===== config.mk =====
export PLATFORM = sky130hd
export DESIGN_NAME = dawg_domain_sched
export DESIGN_NICKNAME = d
export VERILOG_FILES = /design/src/rtl/dawg_domain_sched.sv
export SDC_FILE = /design/constraint.sdc
export NUM_CORES = 1
export LEC_CHECK = 0
export ABC_AREA = 1
export CAP_MARGIN = 5
export CORE_AREA = 8 8 81 111
export DETAILED_ROUTE_END_ITERATION = 12
export DIE_AREA = 0 0 89 119
export SLEW_MARGIN = 20
export SYNTH_ARGS = -nofsm -noshare
export SYNTH_HDL_FRONTEND = slang
export SYNTH_SLANG_ARGS = --single-unit

===== constraint.sdc =====
create_clock -name clk -period 2.3 [get_ports clk]
set_input_delay 0.46 -clock clk [delete_from_list [all_inputs] [get_ports clk]]
set_output_delay 0.46 -clock clk [all_outputs]
set_load 0.05 [all_outputs]

===== src/rtl/dawg_domain_sched.sv =====
// dawg_domain_sched: round-robin time-sharing of one DAWG cacheline port.
// Optional macro DAWG_CONST_TIME_EN forces a reconfigure on every grant.
module dawg_domain_sched #(
  parameter int NUM_WAYS    = 4,
  parameter int ADDR_WIDTH  = 8,
  parameter int NUM_DOMAINS = 4,
  parameter int DOM_W       = $clog2(NUM_DOMAINS)
) (
  input  logic                              clk,
  input  logic                              reset,
  input  logic                              cfg_valid,
  input  logic [DOM_W-1:0]                  cfg_domain,
  input  logic [NUM_WAYS-1:0]               cfg_hitmap,
  output logic                              cfg_ready,
  input  logic [NUM_DOMAINS-1:0]            req_valid,
  input  logic [NUM_DOMAINS*ADDR_WIDTH-1:0] req_addr,
  output logic [NUM_DOMAINS-1:0]            req_ready,
  output logic                              resp_valid,
  output logic [DOM_W-1:0]                  resp_domain,
  output logic                              resp_hit,
  output logic                              os_req,
  output logic [NUM_WAYS-1:0]               hitmap,
  output logic                              user_req,
  output logic [ADDR_WIDTH-1:0]             addr,
  input  logic                              hit
);

  typedef enum logic [2:0] {
    IDLE,
    RECONF,
    ISSUE,
    WAIT,
    RESP
  } state_t;

  state_t state;

  logic [NUM_WAYS-1:0] dom_hitmap [NUM_DOMAINS];
  logic                loaded_valid;
  logic [DOM_W-1:0]    loaded_dom;
  logic [DOM_W-1:0]    rr_ptr;
  logic [DOM_W-1:0]    cur_dom;
  logic [DOM_W-1:0]    gnt_dom;
  logic [DOM_W-1:0]    idx;
  logic                gnt_found;
  logic                idle;
  logic                req_go;
  logic                need_reconf;

  // Descending scan so the closest set bit at or after rr_ptr wins.
  always_comb begin
    gnt_found = 1'b0;
    gnt_dom   = rr_ptr;
    idx       = '0;
    for (int i = NUM_DOMAINS - 1; i >= 0; i--) begin
      idx = rr_ptr + i[DOM_W-1:0];
      if (req_valid[idx]) begin
        gnt_found = 1'b1;
        gnt_dom   = idx;
      end
    end
  end

  assign idle      = (state == IDLE) && !reset;
  assign cfg_ready = idle && cfg_valid;
  assign req_go    = idle && !cfg_valid && gnt_found;
  assign req_ready = req_go ?
    ({{(NUM_DOMAINS-1){1'b0}}, 1'b1} << gnt_dom) :
    '0;

`ifdef DAWG_CONST_TIME_EN
  assign need_reconf = 1'b1;
`else
  assign need_reconf = !loaded_valid || (gnt_dom != loaded_dom);
`endif

  always_ff @(posedge clk) begin
    if (reset) begin
      state        <= IDLE;
      loaded_valid <= 1'b0;
      loaded_dom   <= '0;
      rr_ptr       <= '0;
      cur_dom      <= '0;
      resp_valid   <= 1'b0;
      resp_domain  <= '0;
      resp_hit     <= 1'b0;
      os_req       <= 1'b0;
      hitmap       <= '0;
      user_req     <= 1'b0;
      addr         <= '0;
      for (int d = 0; d < NUM_DOMAINS; d++) begin
        dom_hitmap[d] <= '0;
      end
    end else begin
      os_req     <= 1'b0;
      user_req   <= 1'b0;
      resp_valid <= 1'b0;
      unique case (state)
        IDLE: begin
          if (cfg_valid) begin
            dom_hitmap[cfg_domain] <= cfg_hitmap;
            if (cfg_domain == loaded_dom) begin
              loaded_valid <= 1'b0;
            end
          end else if (gnt_found) begin
            cur_dom <= gnt_dom;
            addr    <= req_addr[gnt_dom*ADDR_WIDTH +: ADDR_WIDTH];
            rr_ptr  <= gnt_dom + 1'b1;
            if (need_reconf) begin
              state  <= RECONF;
              os_req <= 1'b1;
              hitmap <= dom_hitmap[gnt_dom];
            end else begin
              state    <= ISSUE;
              user_req <= 1'b1;
            end
          end
        end
        RECONF: begin
          loaded_dom   <= cur_dom;
          loaded_valid <= 1'b1;
          user_req     <= 1'b1;
          state        <= ISSUE;
        end
        ISSUE: begin
          state <= WAIT;
        end
        WAIT: begin
          resp_hit    <= hit;
          resp_domain <= cur_dom;
          resp_valid  <= 1'b1;
          state       <= RESP;
        end
        RESP: begin
          state <= IDLE;
        end
        default: begin
          state <= IDLE;
        end
      endcase
    end
  end

endmodule


* After elaboration in Yosys (flattened, before gate mapping)
Memory sizes are Yosys's and may differ from the RTL's. A register that Yosys moved wholly into a read port is not among the register bits.
Cells that the tools add are included.
** Word-level totals
- Bits in registers :: 24
- Bits in writable memories :: 16
- Bits of input ports :: 46
- Memories kept :: 1
** Operators by class
- Add/sub/neg operators :: 4
- $lt $le $gt $ge :: 4
- Eq/ne operators :: 9
- Shift-type cells :: 2
- Multiplexer cells :: 39
- Bitwise operators :: 3
- Reductions and logical operators :: 16
** Memories
- dom_hitmap :: depth 4, width 4, read ports 1, clocked after Yosys merged registers in 1, wr ports 4, RTL line 38 : logic [NUM_WAYS-1:0] dom_hitmap [NUM_DOMAINS];
** Operators by type and width (number)
- 32-bit by 6-bit indexed part select with 8-bit output :: 1
- 1-bit two-way mux :: 22
- 2-bit by 3-bit less-than comparator with 1-bit output, second input constant :: 4
- 2-bit two-way mux :: 6
- 3-bit one-hot mux with 4 select lines :: 1
- 1-bit binary-select mux with 2-bit select :: 4
- 4-bit two-way mux :: 2
- 4-bit OR reduction :: 2
- 3-bit by 2-bit == test with 1-bit output, second input constant :: 2
- 3-bit two-way mux :: 2
- 2-bit != test, second input constant :: 3
- 3-bit AND reduction :: 2
- 2-bit by 1-bit adder with 2-bit output, second input constant :: 2
- 2-bit adder, second input constant :: 2
- 1-bit logical AND :: 4
- 1-bit one-hot mux with 2 select lines :: 2
- 4-bit AND reduction :: 1
- 1-bit by 2-bit << shifter with 4-bit output, first input constant :: 1
- 3-bit by 1-bit == test with 1-bit output, second input constant :: 1
- 1-bit logical NOT :: 3
- 3-bit logical NOT :: 1
- 1-bit NOT :: 3
- 2-bit == test :: 1
- 2-bit by 1-bit != test with 1-bit output, second input constant :: 1
- other kinds (4) :: 4

* Longest topological paths before layout
- Word-level depth :: 13
- Mapped depth :: 16

* Worst setup path after synthesis
OpenSTA, ideal clock, no wires.
- Path type :: input port to output port
- Start point :: in req_valid[1]
- End point :: out req_ready[3]
- Data arrival time :: 2.142 ns
- Data required time :: 1.840 ns
- Path slack :: -0.302 ns
- Stages on the path :: 15
- Path buffers :: 2
- Cell sequence :: inv_1 nand2_1 nand3_1 nand2_2 inv_2 nand2_1 nand2_2 nand2_2 nand2_2 nand2_2 buf_6 buf_6 ha_1 inv_1 nor2_1
** Between the ends
- Cells in the longest elaborated chain, start to end :: 8
** RTL lines
- from (decl) :: RTL line 15 : input logic [NUM_DOMAINS-1:0] req_valid,
- 1-bit binary-select mux with 2-bit select :: RTL line 57 : if (req_valid[idx]) begin
- 1-bit two-way mux (implied by the code) :: RTL line 57
- 2-bit two-way mux (3 in series) :: RTL line 57
- 2-bit two-way mux (*) :: RTL line 57
- named net gnt_dom[0] :: RTL line 43 : logic [DOM_W-1:0] gnt_dom;
- 1-bit by 2-bit << shifter with 4-bit output (*) :: RTL line 68 : ({{(NUM_DOMAINS-1){1'b0}}, 1'b1} << gnt_dom) :
- 4-bit two-way mux (*) :: RTL line 67 : assign req_ready = req_go ?
- to (decl) :: RTL line 17 : output logic [NUM_DOMAINS-1:0] req_ready,
The timed path passes the listed nets; every way through them passes the cells marked *. The select of a mux whose other input is x is not followed.

* Worst setup path after layout
- Start point :: reg rr_ptr[0]
- End point :: out req_ready[2]
** Between the ends
- Cells in the longest elaborated chain, start to end :: 9
** RTL lines
- from (decl) :: RTL line 41 : logic [DOM_W-1:0] rr_ptr;
- from (signal assigned) :: RTL line 108 : rr_ptr <= gnt_dom + 1'b1;
- 2-bit adder :: RTL line 56 : idx = rr_ptr + i[DOM_W-1:0];
- 1-bit binary-select mux with 2-bit select :: RTL line 57
- 1-bit two-way mux (implied by the code) :: RTL line 57
- 2-bit two-way mux / 1-bit two-way mux (equally long branches) (4 in series) :: RTL line 57
- 1-bit by 2-bit << shifter with 4-bit output / 1-bit logical AND (equally long branches) :: RTL line 68, 66
- 4-bit two-way mux (*) :: RTL line 67
Every way passes the cells marked *; elsewhere a longest branch is shown, timed or not. The select of a mux whose other input is x is not followed.

==> tab_implementation.tex <==
\begin{tabular}{lr}
\hline
Metric & Value \\
\hline
\multicolumn{2}{l}{\textbf{Status}} \\
Status & finished, violations left \\
Failing checks & setup timing \\
\multicolumn{2}{l}{\textbf{Synth}} \\
Mapped Area & 2480 µm² \\
Top FF cell, synth & sky130\_fd\_sc\_hd\_\_dfxtp\_1 \\
Synth cell count leaders & sky130\_fd\_sc\_hd\_\_nand2\_1 (98), sky130\_fd\_sc\_hd\_\_inv\_1 (51), sky130\_fd\_sc\_hd\_\_nor2\_1 (50) \\
Cells taking the most area after synthesis & sky130\_fd\_sc\_hd\_\_dfxtp\_1 (23\%), sky130\_fd\_sc\_hd\_\_edfxtp\_1 (19\%), sky130\_fd\_sc\_hd\_\_nand2\_1 (15\%) \\
Distinct cells, synth & 25 \\
Mapped Nets & 406 \\
Post-synthesis sequential area ratio & 0.420 \\
Syn avg cell area & 6.96 µm² \\
Area share of the largest cell type after synthesis & 0.226 \\
Number of synthesis warnings & 0 \\
Number of enable flip-flop cells after synthesis & 16 \\
Cell count after synthesis & 356 \\
Flop and latch count out of synthesis & 44 \\
Dominant cell type by area after synthesis & sky130\_fd\_sc\_hd\_\_dfxtp\_1 \\
Dominant cell by count in the synthesized netlist & sky130\_fd\_sc\_hd\_\_nand2\_1 \\
Share of flip-flops with an asynchronous set or reset & 0 \\
\multicolumn{2}{l}{\textbf{Die}} \\
Core area & 7310 µm² \\
Die area & 10600 µm² \\
Initial Util & 0.339 \\
Number of rows in the core area & 37 \\
Die width & 89 µm \\
Number of placed I/O pins & 69 \\
Overall die height & 119 µm \\
\multicolumn{2}{l}{\textbf{STA}} \\
Final critical path time including I/O delays and setup & 2.42 ns \\
Worst-Margin Slew & 0.534 ns \\
F\_max & 0.413 GHz \\
Worst setup margin & -0.121 ns \\
Final hold violation count & 0 \\
Final Hold Slack & 0.475 ns \\
Final cycle utilization of the critical path & 1.05 \\
RSZ-0062 raised after global routing & yes \\
Clock skew & 0.00332 ns \\
Final Max Slew Viols & 0 \\
\# setup viols final & 4 \\
Relative max-transition margin & 0.643 \\
\multicolumn{2}{l}{\textbf{Placed design}} \\
Gp weighted congestion & 0.833 \\
Quantity of I/O buffers inserted on ports & 68 \\
Detail Placement HPWL & 5320 µm \\
Placed instance area & 3460 µm² \\
Cell Count Post-Placement & 532 \\
\multicolumn{2}{l}{\textbf{Critical path}} \\
Reg-to-Reg End & hitmap[1]\$\_SDFFE\_PP0P\_ \\
Number of cells on the worst reg-to-reg path & 15 \\
Setup crit start kind & flop \\
Largest driver fanout on the critical path & 6 \\
Worst EP arrival & 1.96 ns \\
Startpoint of the lowest-slack register-to-register path & rr\_ptr[0]\$\_SDFFE\_PP0P\_ \\
Crit path capture type & primary output \\
Category of the most critical setup path & flop to primary output \\
Required time at the worst-slack endpoint & 1.84 ns \\
Slack of the worst reg-to-reg path & 0.28 ns \\
\multicolumn{2}{l}{\textbf{Global route}} \\
Global-route track usage on met3 & 0.0234 \\
Busiest grt layer & met2 \\
Routing usage on met2 & 0.255 \\
Number of antenna violations at the first check in global routing & 0 \\
Met1 track demand over resource in global routing & 0.147 \\
Maximum number of pins on one net before global-route repair & 29 \\
Wire length of the first global-routing pass & 11800 µm \\
Overall fraction of global-route tracks in use & 0.136 \\
Aggregate global routing overflow & 0 \\
Number of global-route vias before repair & 2513 \\
\multicolumn{2}{l}{\textbf{Pwr}} \\
Static Leakage & 1.74 nW \\
Power density cells & 1470 nW/µm² \\
Total power consumption of the routed design & 5.69 mW \\
Maximum ir drop on the vdd rail & 0.783 mV \\
\multicolumn{2}{l}{\textbf{Cells and area}} \\
Area added between synthesis and finish & 55.9\% \\
Final std cell area, no fill & 3860 µm² \\
Count of non-filler cells in the finished layout & 545 \\
Share of post-route cells with drive strength above 1 & 0.232 \\
Final layout net count & 497 \\
Number of inserted diodes & 0 \\
\# fillers & 703 \\
\multicolumn{2}{l}{\textbf{Job}} \\
Max Cap Violations & 0 \\
\multicolumn{2}{l}{\textbf{Worst hold path}} \\
Number of cells on the worst hold path & 2 \\
Hold EP & resp\_domain[1]\$\_SDFFE\_PP0P\_ \\
Hold/Removal Path Class & flop to flop \\
Startpoint of the most critical hold path & cur\_dom[1]\$\_SDFFE\_PP0P\_ \\
\multicolumn{2}{l}{\textbf{Routing}} \\
Post-detailed-route count of antenna-violating nets & 0 \\
Avg Vias per Cell & 4.64 \\
TritonRoute pass-1 iters & 4 \\
Total detailed-routing wirelength & 7110 µm \\
DR vias & 2527 \\
Average wire length per cell after detail routing & 13.0 µm \\
Number of DRC markers in iteration 0 & 122 \\
DRC Markers & 0 \\
\multicolumn{2}{l}{\textbf{Clock network}} \\
Clock insertion delay at the later pin of the skew report & 0.29 ns \\
Clock Pin Slew Worst Setup and Hold Paths & 0.09 ns \\
CTS tree & built \\
Clk buf depth & 2 \\
Clock H-tree levels & 2 \\
Number of buffers added by the clock tree synthesis step & 5 \\
CTS root buffer & sky130\_fd\_sc\_hd\_\_clkbuf\_8 \\
Number of hold buffers added after CTS & 0 \\
Clock Sinks & 44 \\
\hline
\end{tabular}
[flip-flops by register name (all words and copies together) (netlist names), 2 cells and up]
register	count
cur_dom	2
rr_ptr	2
state	3
hitmap	4
addr	8
loaded_dom	2
dom_hitmap	16
resp_domain	2
[area by class of cell]
type / count / area [µm²] / share of cell area
well taps: 97 / 121 / 0.0314
inverters: 57 / 231 / 0.0600
multi-input cells: 244 / 1400 / 0.362
repair buffers: 95 / 945 / 0.245
flip-flops and latches: 44 / 1050 / 0.272
clock inverters: 3 / 46.3 / 0.0120
clock buffers: 5 / 68.8 / 0.0178
[worst max path at each step]
stage	startpoint	endpoint	slack, ns	cells after the start
after CTS	rr_ptr[0]$_SDFFE_PP0P_	req_ready[3]	-0.05	14
after floorplan	req_valid[1]	req_ready[3]	0.05	15
after global placement	req_valid[1]	req_ready[0]	-0.28	13
final	rr_ptr[0]$_SDFFE_PP0P_	req_ready[2]	-0.12	13
after detailed placement	req_valid[2]	req_ready[2]	-0.34	15
after global routing	rr_ptr[0]$_SDFFE_PP0P_	req_ready[2]	-0.23	13
[through the flow]
stage	TNS, ns	utilization	worst slack, ns
3_3_place_gp	-1.75	0.473	-0.282
5_1_grt	-0.803	0.528	-0.228
3_5_place_dp	-2.58	0.473	-0.337
4_1_cts	-0.174	0.510	-0.0485
2_1_floorplan	0	-	0.0533
6_report	-0.449	0.528	-0.121
[cell usage in the layout (no fill, tap or decap), types with 2 or more instances in the layout]
master,n
sky130_fd_sc_hd__nand2_1,80
sky130_fd_sc_hd__clkdlybuf4s50_1,59
sky130_fd_sc_hd__inv_1,45
sky130_fd_sc_hd__nor2_1,45
sky130_fd_sc_hd__nand3_1,29
sky130_fd_sc_hd__dfxtp_1,26
sky130_fd_sc_hd__buf_4,25
sky130_fd_sc_hd__nand2_2,19
sky130_fd_sc_hd__edfxtp_1,16
sky130_fd_sc_hd__a21oi_1,13
sky130_fd_sc_hd__o21ai_0,12
sky130_fd_sc_hd__nand2_4,11
sky130_fd_sc_hd__inv_2,8
sky130_fd_sc_hd__buf_12,6
sky130_fd_sc_hd__nand3_2,5
sky130_fd_sc_hd__clkbuf_8,5
sky130_fd_sc_hd__nor2_4,4
sky130_fd_sc_hd__o211ai_1,4
sky130_fd_sc_hd__a211oi_1,4
sky130_fd_sc_hd__ha_4,4
sky130_fd_sc_hd__dlygate4sd2_1,4
sky130_fd_sc_hd__nand2_8,3
sky130_fd_sc_hd__nand3_4,2
sky130_fd_sc_hd__inv_6,2
sky130_fd_sc_hd__inv_4,2
sky130_fd_sc_hd__xor2_1,2
sky130_fd_sc_hd__dfxtp_4,2
[metal layers]
metal	wire, µm	vias up
met5	0	-
met4	97	0
met3	359	7
met2	3730	62
met1	2930	1154
li1	-	1304
[kinds of logic after synthesis]
family                   synth area share
AND/OR/NAND/NOR                     0.346
buffers and inverters               0.119
flip-flops                          0.420
AO/OA/AOI/OAI                      0.0869
adder cells (fa/ha/maj)            0.0202
XOR/XNOR                          0.00708
[worst max-delay path, stage by stage, from the launching register on]
cell and delay (ns):
sky130_fd_sc_hd__dfxtp_4 0.43, sky130_fd_sc_hd__buf_6 0.15, sky130_fd_sc_hd__nand2_2 0.05, sky130_fd_sc_hd__nand2_2 0.09
sky130_fd_sc_hd__nand2_2 0.08, sky130_fd_sc_hd__nand2_4 0.08, sky130_fd_sc_hd__nand2_4 0.07, sky130_fd_sc_hd__nand2_8 0.09
sky130_fd_sc_hd__nand3_4 0.09, sky130_fd_sc_hd__nand2_4 0.11, sky130_fd_sc_hd__ha_4 0.14, sky130_fd_sc_hd__inv_4 0.03
sky130_fd_sc_hd__nor2_4 0.11, sky130_fd_sc_hd__buf_12 0.14
[what timing repair did]
| item | 4_1_cts | 5_1_grt |
|---|---|---|
| pin swaps | 23 | 23 |
| buffers inserted | 3 | 2 |
| endpoints found under the setup margin | 4 | 4 |
| gates resized for setup | 44 | 27 |
[power by group]
part	internal (mW)	switching (mW)
logic	1.52	2.41
clock network	0.327	0.277
registers	1.01	0.135
total	2.86	2.83
(Power assumes the default switching activity.)
